<file path="src/rtl/lc3b_types.sv">
// lc3b_types: shared LC-3b word/line types and the memory arbiter state encoding.
package lc3b_types;
  typedef logic [15:0] lc3b_word;
  typedef logic [127:0] lc3b_line;
  typedef enum logic [1:0] {ARB_IDLE, ARB_SERVE_I, ARB_SERVE_D} arb_state_t;
endpackage

</file>
<file path="src/rtl/cache_arbiter_req_reg.sv">
// arb_req_reg: latches the granted request (op, line-aligned address, write data).
module arb_req_reg
  import lc3b_types::*;
(
  input  logic     clk,
  input  logic     rst,
  input  logic     i_load,
  input  logic     i_read,
  input  logic     i_write,
  input  lc3b_word i_addr,
  input  lc3b_line i_wdata,
  output logic     o_read,
  output logic     o_write,
  output lc3b_word o_addr,
  output lc3b_line o_wdata
);
  logic     r_read, r_write;
  lc3b_word r_addr;
  lc3b_line r_wdata;
  always_ff @(posedge clk or posedge rst) begin
    if (rst) begin
      r_read  <= 1'b0;
      r_write <= 1'b0;
      r_addr  <= '0;
      r_wdata <= '0;
    end else if (i_load) begin
      r_read  <= i_read;
      r_write <= i_write;
      r_addr  <= i_addr & 16'hFFF0;
      r_wdata <= i_wdata;
    end
  end
  assign o_read  = r_read;
  assign o_write = r_write;
  assign o_addr  = r_addr;
  assign o_wdata = r_wdata;
endmodule

</file>
<file path="src/rtl/cache_arbiter.sv">
// cache_arbiter: shares one pmem line port between I-cache and D-cache, D priority.
// Optional I-cache anti-starvation counter when CACHE_ARB_STARVE_EN is defined.
module cache_arbiter
  import lc3b_types::*;
#(
  parameter int STARVE_LIMIT = 4
) (
  input  logic     clk,
  input  logic     rst,
  input  logic     i_pmem_read,
  input  lc3b_word i_pmem_address,
  output lc3b_line i_pmem_rdata,
  output logic     i_pmem_resp,
  input  logic     d_pmem_read,
  input  logic     d_pmem_write,
  input  lc3b_word d_pmem_address,
  input  lc3b_line d_pmem_wdata,
  output lc3b_line d_pmem_rdata,
  output logic     d_pmem_resp,
  output logic     pmem_read,
  output logic     pmem_write,
  output lc3b_word pmem_address,
  output lc3b_line pmem_wdata,
  input  lc3b_line pmem_rdata,
  input  logic     pmem_resp
);
  arb_state_t r_state, w_next;
  logic       w_idle, w_d_req, w_i_win, w_grant_i, w_grant_d, w_ld_write;
  logic       w_op_read, w_op_write;
  assign w_idle  = r_state == ARB_IDLE;
  assign w_d_req = d_pmem_read | d_pmem_write;
`ifdef CACHE_ARB_STARVE_EN
  localparam int CW = $clog2(STARVE_LIMIT + 1);
  logic [CW-1:0] r_starve_cnt;
  assign w_i_win = i_pmem_read & (~w_d_req | (r_starve_cnt == CW'(STARVE_LIMIT)));
  always_ff @(posedge clk or posedge rst) begin
    if (rst) r_starve_cnt <= '0;
    else if (w_grant_i) r_starve_cnt <= '0;
    else if (w_grant_d && i_pmem_read && r_starve_cnt != CW'(STARVE_LIMIT))
      r_starve_cnt <= r_starve_cnt + 1'b1;
  end
`else
  // A zero limit means the I-cache always wins, matching the counter build.
  assign w_i_win = i_pmem_read & (~w_d_req | (STARVE_LIMIT == 0));
`endif
  assign w_grant_i  = w_idle & w_i_win;
  assign w_grant_d  = w_idle & w_d_req & ~w_i_win;
  assign w_ld_write = w_grant_d & d_pmem_write;
  always_ff @(posedge clk or posedge rst) begin
    if (rst) r_state <= ARB_IDLE;
    else r_state <= w_next;
  end
  always_comb begin
    w_next = r_state;
    if (w_idle) w_next = w_grant_i ? ARB_SERVE_I : (w_grant_d ? ARB_SERVE_D : ARB_IDLE);
    else if (pmem_resp) w_next = ARB_IDLE;
  end
  arb_req_reg u_req (
    .clk    (clk),
    .rst    (rst),
    .i_load (w_grant_i | w_grant_d),
    .i_read (~w_ld_write),
    .i_write(w_ld_write),
    .i_addr (w_grant_i ? i_pmem_address : d_pmem_address),
    .i_wdata(w_ld_write ? d_pmem_wdata : '0),
    .o_read (w_op_read),
    .o_write(w_op_write),
    .o_addr (pmem_address),
    .o_wdata(pmem_wdata)
  );
  assign pmem_read    = ~w_idle & w_op_read;
  assign pmem_write   = ~w_idle & w_op_write;
  assign i_pmem_resp  = pmem_resp & (r_state == ARB_SERVE_I);
  assign d_pmem_resp  = pmem_resp & (r_state == ARB_SERVE_D);
  assign i_pmem_rdata = pmem_rdata;
  assign d_pmem_rdata = pmem_rdata;
endmodule

</file>
<file path="config.mk">
export PLATFORM = sky130hd
export DESIGN_NAME = cache_arbiter
export DESIGN_NICKNAME = d
export VERILOG_FILES = /design/src/rtl/lc3b_types.sv /design/src/rtl/cache_arbiter_req_reg.sv /design/src/rtl/cache_arbiter.sv
export SDC_FILE = /design/constraint.sdc
export NUM_CORES = 1
export LEC_CHECK = 0
export BUFFER_PORTS_ARGS = -buffer_cell sky130_fd_sc_hd__buf_2
export CORE_AREA = 2 2 269 271
export CTS_CLUSTER_SIZE = 25
export DETAILED_ROUTE_END_ITERATION = 16
export DIE_AREA = 0 0 271 273
export HOLD_SLACK_MARGIN = 0.08
export PLACE_DENSITY = 0.4
export SETUP_SLACK_MARGIN = 0.4
export SLEW_MARGIN = 40
export SYNTH_ARGS = -nofsm -noshare
export SYNTH_HDL_FRONTEND = slang
export SYNTH_SLANG_ARGS = --single-unit
</file>
<file path="constraint.sdc">
create_clock -name clk -period 9.8 [get_ports clk]
set_clock_uncertainty 0.1 [all_clocks]
set_input_delay 0.49 -clock clk [delete_from_list [all_inputs] [get_ports clk]]
set_output_delay 0.49 -clock clk [all_outputs]
set_load 0.05 [all_outputs]
</file>
Word-level counts from Yosys, hierarchy flattened:

Index checks and enable logic that the tools add are counted.

* register bits after elaboration: 144
* output and inout port bits: 404
* input port bits: 294
* word-level logic and storage cells: 30

* mux-type cells: 6
* reduce and logical (&&, ||, !) cells: 2
* bitwise operators: 15
* eq/ne operators: 2

Operators by type and width (count)
* $mux W128: 1
* $mux W16: 1
* $and A1 B1 Y1: 9
* $mux W2: 4
* $not A1 Y1: 4
* $eq A2 B1 Y1 const B: 1
* $eq A2 B2 Y1 const B: 1
* $logic_not A2 Y1: 1
* $or A1 B1 Y1: 2
* $reduce_bool A2 Y1: 1

Longest topological paths before layout:

* depth after elaboration: 8
* mapped depth: 6
* depth with buffers taken out: 3

By module:

A second synthesis with hierarchy kept.

* cells, all modules: 753
* area total of the unflattened synthesis: 8841.0 um^2

By module, submodules not included
* arb_req_reg: cells an instance 306, sequential area each 3553.4 um^2, times used 1, area each 5632.9 um^2
* cache_arbiter: cells an instance 447, sequential area each 50.0 um^2, times used 1, area each 3208.1 um^2

Worst setup path after synthesis:

Ideal clock, no wire load.

* path type: reg-to-output
* start: register r_state[1]
* end: output port pmem_read
* buffers on the path: 1
* data required time: 9.210 ns
* arrival: 1.290 ns
* cell stages (with the launch flop): 4
* setup slack: 7.920 ns
* cells stage by stage: dfrtp_1 -> nor2_1 -> clkbuf_1 -> nor2_1

* cells in the longest elaborated chain, start to end: 3

RTL lines
* from (decl): RTL line cache_arbiter.sv:27 `arb_state_t r_state, w_next;`
* from (signal assigned): RTL line cache_arbiter.sv:51 `else r_state <= w_next;`
* $logic_not A2 Y1: RTL line cache_arbiter.sv:30 `assign w_idle = r_state == ARB_IDLE;`
* $not A1 Y1: RTL line cache_arbiter.sv:71 `assign pmem_read = ~w_idle & w_op_read;`
* $and A1 B1 Y1: RTL line cache_arbiter.sv:71
* to (decl): RTL line cache_arbiter.sv:20 `output logic pmem_read,`

No other way between the ends.

Final worst setup path:

* start: register r_state[1]
* end: register u_req.r_wdata[1], in the netlist u_req.o_wdata[1]

* cells in the longest elaborated chain, start to end: 5
* elaborated cells on any way between the ends: 7
* those cells by class: mux: 1; bitwise: 5; reduce/logical: 1

RTL lines
* $logic_not A2 Y1 (*): RTL line cache_arbiter.sv:30
* $and A1 B1 Y1 (2 in a row): RTL line cache_arbiter.sv:47 `assign w_grant_d = w_idle & w_d_req & ~w_i_win;`
* $and A1 B1 Y1: RTL line cache_arbiter.sv:48 `assign w_ld_write = w_grant_d & d_pmem_write;`
* $mux W128: RTL line cache_arbiter.sv:65 `.i_wdata(w_ld_write ? d_pmem_wdata : '0),`
* to (signal assigned): RTL line cache_arbiter_req_reg.sv:30 `r_wdata <= i_wdata;`
* to (decl): RTL line cache_arbiter_req_reg.sv:19 `lc3b_line r_wdata;`

Every way passes the cells marked *; elsewhere a longest branch is shown, timed or not.
A chain may end at the register's enable or synchronous reset.

==> impl_metrics.json <==
{
  "status": "complete, no violations",
  "cp-start-kind": "register",
  "antenna_found_initial": 1,
  "finalHoldViolations": 0,
  "seq_area_um2": 3600,
  "max_freq_ghz": 0.407,
  "rr_endpoint": "u_req.o_wdata[1]",
  "netSwitchingPower_mw": 1.73,
  "fin_area_um2": 9220,
  "vias_per_cell": 2.87,
  "arrival_ns": 2.76,
  "fin_crit_sh_pct": 25.1,
  "combPwrFrac_pct": 51.4,
  "dpl.hpwl_um": 16300,
  "wire_per_inst_um": 13.8,
  "leakage_nw": 4.40,
  "routed_wl_um": 23400,
  "swShare_pct": 51.7,
  "cts_tree": "built",
  "grt_setup_unrepaired": "false",
  "clkTransAtPathRegs_ns": 0.07,
  "relSlewSlack_pct": 45.4,
  "synth_warnings": 0,
  "synth_seq_cells": 144,
  "hold_class": "input pin to register",
  "yosysTopAreaCellShare_pct": 49.9,
  "nets": 1028,
  "cts_sinks": 144,
  "drc": 0,
  "synth_area_leader_cell": "dfrtp_1",
  "timing.final.ws_setup_ns": 7.34,
  "grt_pass1_wl_um": 33000,
  "syn_avg_cell_area_um2": 11.8,
  "p_int_mw": 1.62,
  "cp_max_fo": 60,
  "htreeDepth": 4,
  "tightest_slew_ns": 0.819,
  "timing.setup.tns_ns": 0,
  "worst_r2r_path_depth": 5,
  "io_pins": 698,
  "post-place-ws_ns": 6.86,
  "ir_worst_vdd_mv": 0.209,
  "synth_cell_types": 17,
  "die_area_um2": 74000,
  "layout_commonest_cell": "buf_2",
  "antenna_cells": 0,
  "start_util_pct": 10.2,
  "die_height_um": 273,
  "setup_viol": 0,
  "postCtsSetupBuffers": 0,
  "synthTopCellsByArea": "dfrtp_1 (50%), buf_4 (28%), a22o_1 (16%), buf_6 (1.7%), a2bb2oi_1 (1.5%)",
  "worstSetupStartpoint": "r_state[1]",
  "syn_to_final_growth_pct": 27.6,
  "synthCells": 610,
  "cts.path.max_buffers": 2,
  "ys_seq_area_share_pct": 49.9,
  "cts_root_buf": "clkbuf_16",
  "dp.cells": 1576,
  "multi_input_area_um2": 1420,
  "vias": 4867,
  "drt-pass1-iter-count": 4,
  "grt_pass1_vias": 5099,
  "power.share.clock_pct": 18.9,
  "critPathRequiredTime_ns": 10.10,
  "regToRegSetupSlack_ns": 7.34,
  "power_density_nw_per_um2": 363,
  "clkLatencyLatePin_ns": 0.48,
  "p_seq_share_pct": 29.7,
  "critPathKind": "register to register",
  "report.final.slew_viol_count": 0,
  "layout_common_cells": "buf_2 (301), dfrtp_1 (144), a22o_1 (128)",
  "final_antenna_net_count": 0,
  "cts_made_buffers": 17,
  "layout-drive-gt1-share_pct": 45.6,
  "cp-endpoint": "u_req.o_wdata[1]",
  "overflow": 0,
  "grt_util_all_layers_pct": 6.25,
  "finalCriticalPeriod_ns": 2.46,
  "grt_max_degree": 92,
  "placed_cell_area_um2": 7780,
  "syn_area_um2": 7220,
  "coreArea_um2": 71000,
  "die_w_um": 271,
  "place.gp.congestion": 0.799,
  "p_total_mw": 3.35,
  "drv_cap": 0,
  "final_cells": 1696,
  "rows": 98,
  "worst_r2r_startpoint": "r_state[1]",
  "numPortBuffers": 301,
  "drt-initial-drc-count": 161,
  "cp-end-kind": "register",
  "fill_cells": 8048
}
routing by layer:
layer	wire length [um]	share of wire, %	global-route usage (%)	up-vias
li1	-	-	-	2117
met1	8190	35	5.87	2271
met2	10400	45	9.47	356
met3	2710	12	3.47	121
met4	2020	8.7	6.38	2
met5	7	0.030	0	-
kinds of logic (layout without fill, tap and decap cells):
family | Yosys count | count (layout) | synth area share (%)
AND/OR/NAND/NOR | 9 | 9 | 0.710
buffers and inverters | 298 | 431 | 30.8
AO/OA/AOI/OAI | 158 | 158 | 18.5
other | 1 | 4 | 0.0519
flip-flops | 144 | 144 | 49.9
area by class of cell:
cell class	instances	area share [%]
well taps	950	12.9
multi-input cells	171	15.4
repair buffers	395	26.6
flip-flops and latches	144	39.1
clock inverters	10	0.842
clock buffers	21	4.89
inverters	5	0.285
sequential cells by signal, summed over array words and instances, names as in the netlist:
signal / flops
r_state: 2
u_req.o_addr: 12
u_req.o_read: 1
u_req.o_wdata: 128
u_req.o_write: 1
worst min path at each step:
stage                     depth (start not counted)  slack [ns]             start                end
after floorplan                                   1        0.34     u_req.o_write      u_req.o_write
after global placement                            1        0.35     u_req.o_write      u_req.o_write
after detailed placement                          1        0.36     u_req.o_write      u_req.o_write
after CTS                                         2        0.08  d_pmem_wdata[79]  u_req.o_wdata[79]
after global routing                              2         0.1   d_pmem_wdata[7]   u_req.o_wdata[7]
final                                             2        0.14  d_pmem_wdata[65]  u_req.o_wdata[65]
synthesized netlist by cell type:
| master | n |
|---|---|
| buf_4 | 270 |
| dfrtp_1 | 144 |
| a22o_1 | 128 |
| o22ai_1 | 14 |
| a2bb2oi_1 | 12 |
| buf_6 | 11 |
| buf_2 | 9 |
| inv_1 | 5 |
| clkbuf_1 | 3 |
| nor2_1 | 3 |
| a21o_1 | 2 |
| a21oi_1 | 2 |
| and2_1 | 2 |
| and3_1 | 2 |
| conb_1 | 1 |
| or2_1 | 1 |
| or3b_2 | 1 |
metrics by stage:
| step | hold slack [ns] | utilization (%) |
|---|---|---|
| final | 0.135 | 13.0 |
| after global routing | 0.0975 | 13.0 |
| after CTS | 0.0801 | 12.9 |
| after detailed placement | 0.362 | 11.0 |
| after global placement | 0.352 | 11.0 |
| after floorplan | 0.341 | - |
power groups by stage:
| stage | logic [mW] | registers, mW | clock network (mW) |
|---|---|---|---|
| finish | 1.72 | 0.995 | 0.632 |
| global route | 1.80 | 1.03 | 0.696 |
| CTS | 1.73 | 0.996 | 0.678 |
| detailed placement | 1.71 | 0.995 | 0 |
| global placement | 1.70 | 0.997 | 0 |
| floorplan | 0.705 | 1.87 | 0 |
repair_timing:
item / 4_1_cts / 5_1_grt
endpoints found under the hold margin: 178 / 0
resized for setup: 0 / 0
setup endpoints to repair: 0 / 0
hold buffers: 88 / 0
critical path: stages, from the launching register on:
cell and delay, ns:
dfrtp_1 0.41, nor2_1 0.24, and2_4 0.68, buf_4 0.39, buf_12 0.28, a22o_1 0.18
(Power assumes the default switching activity.)
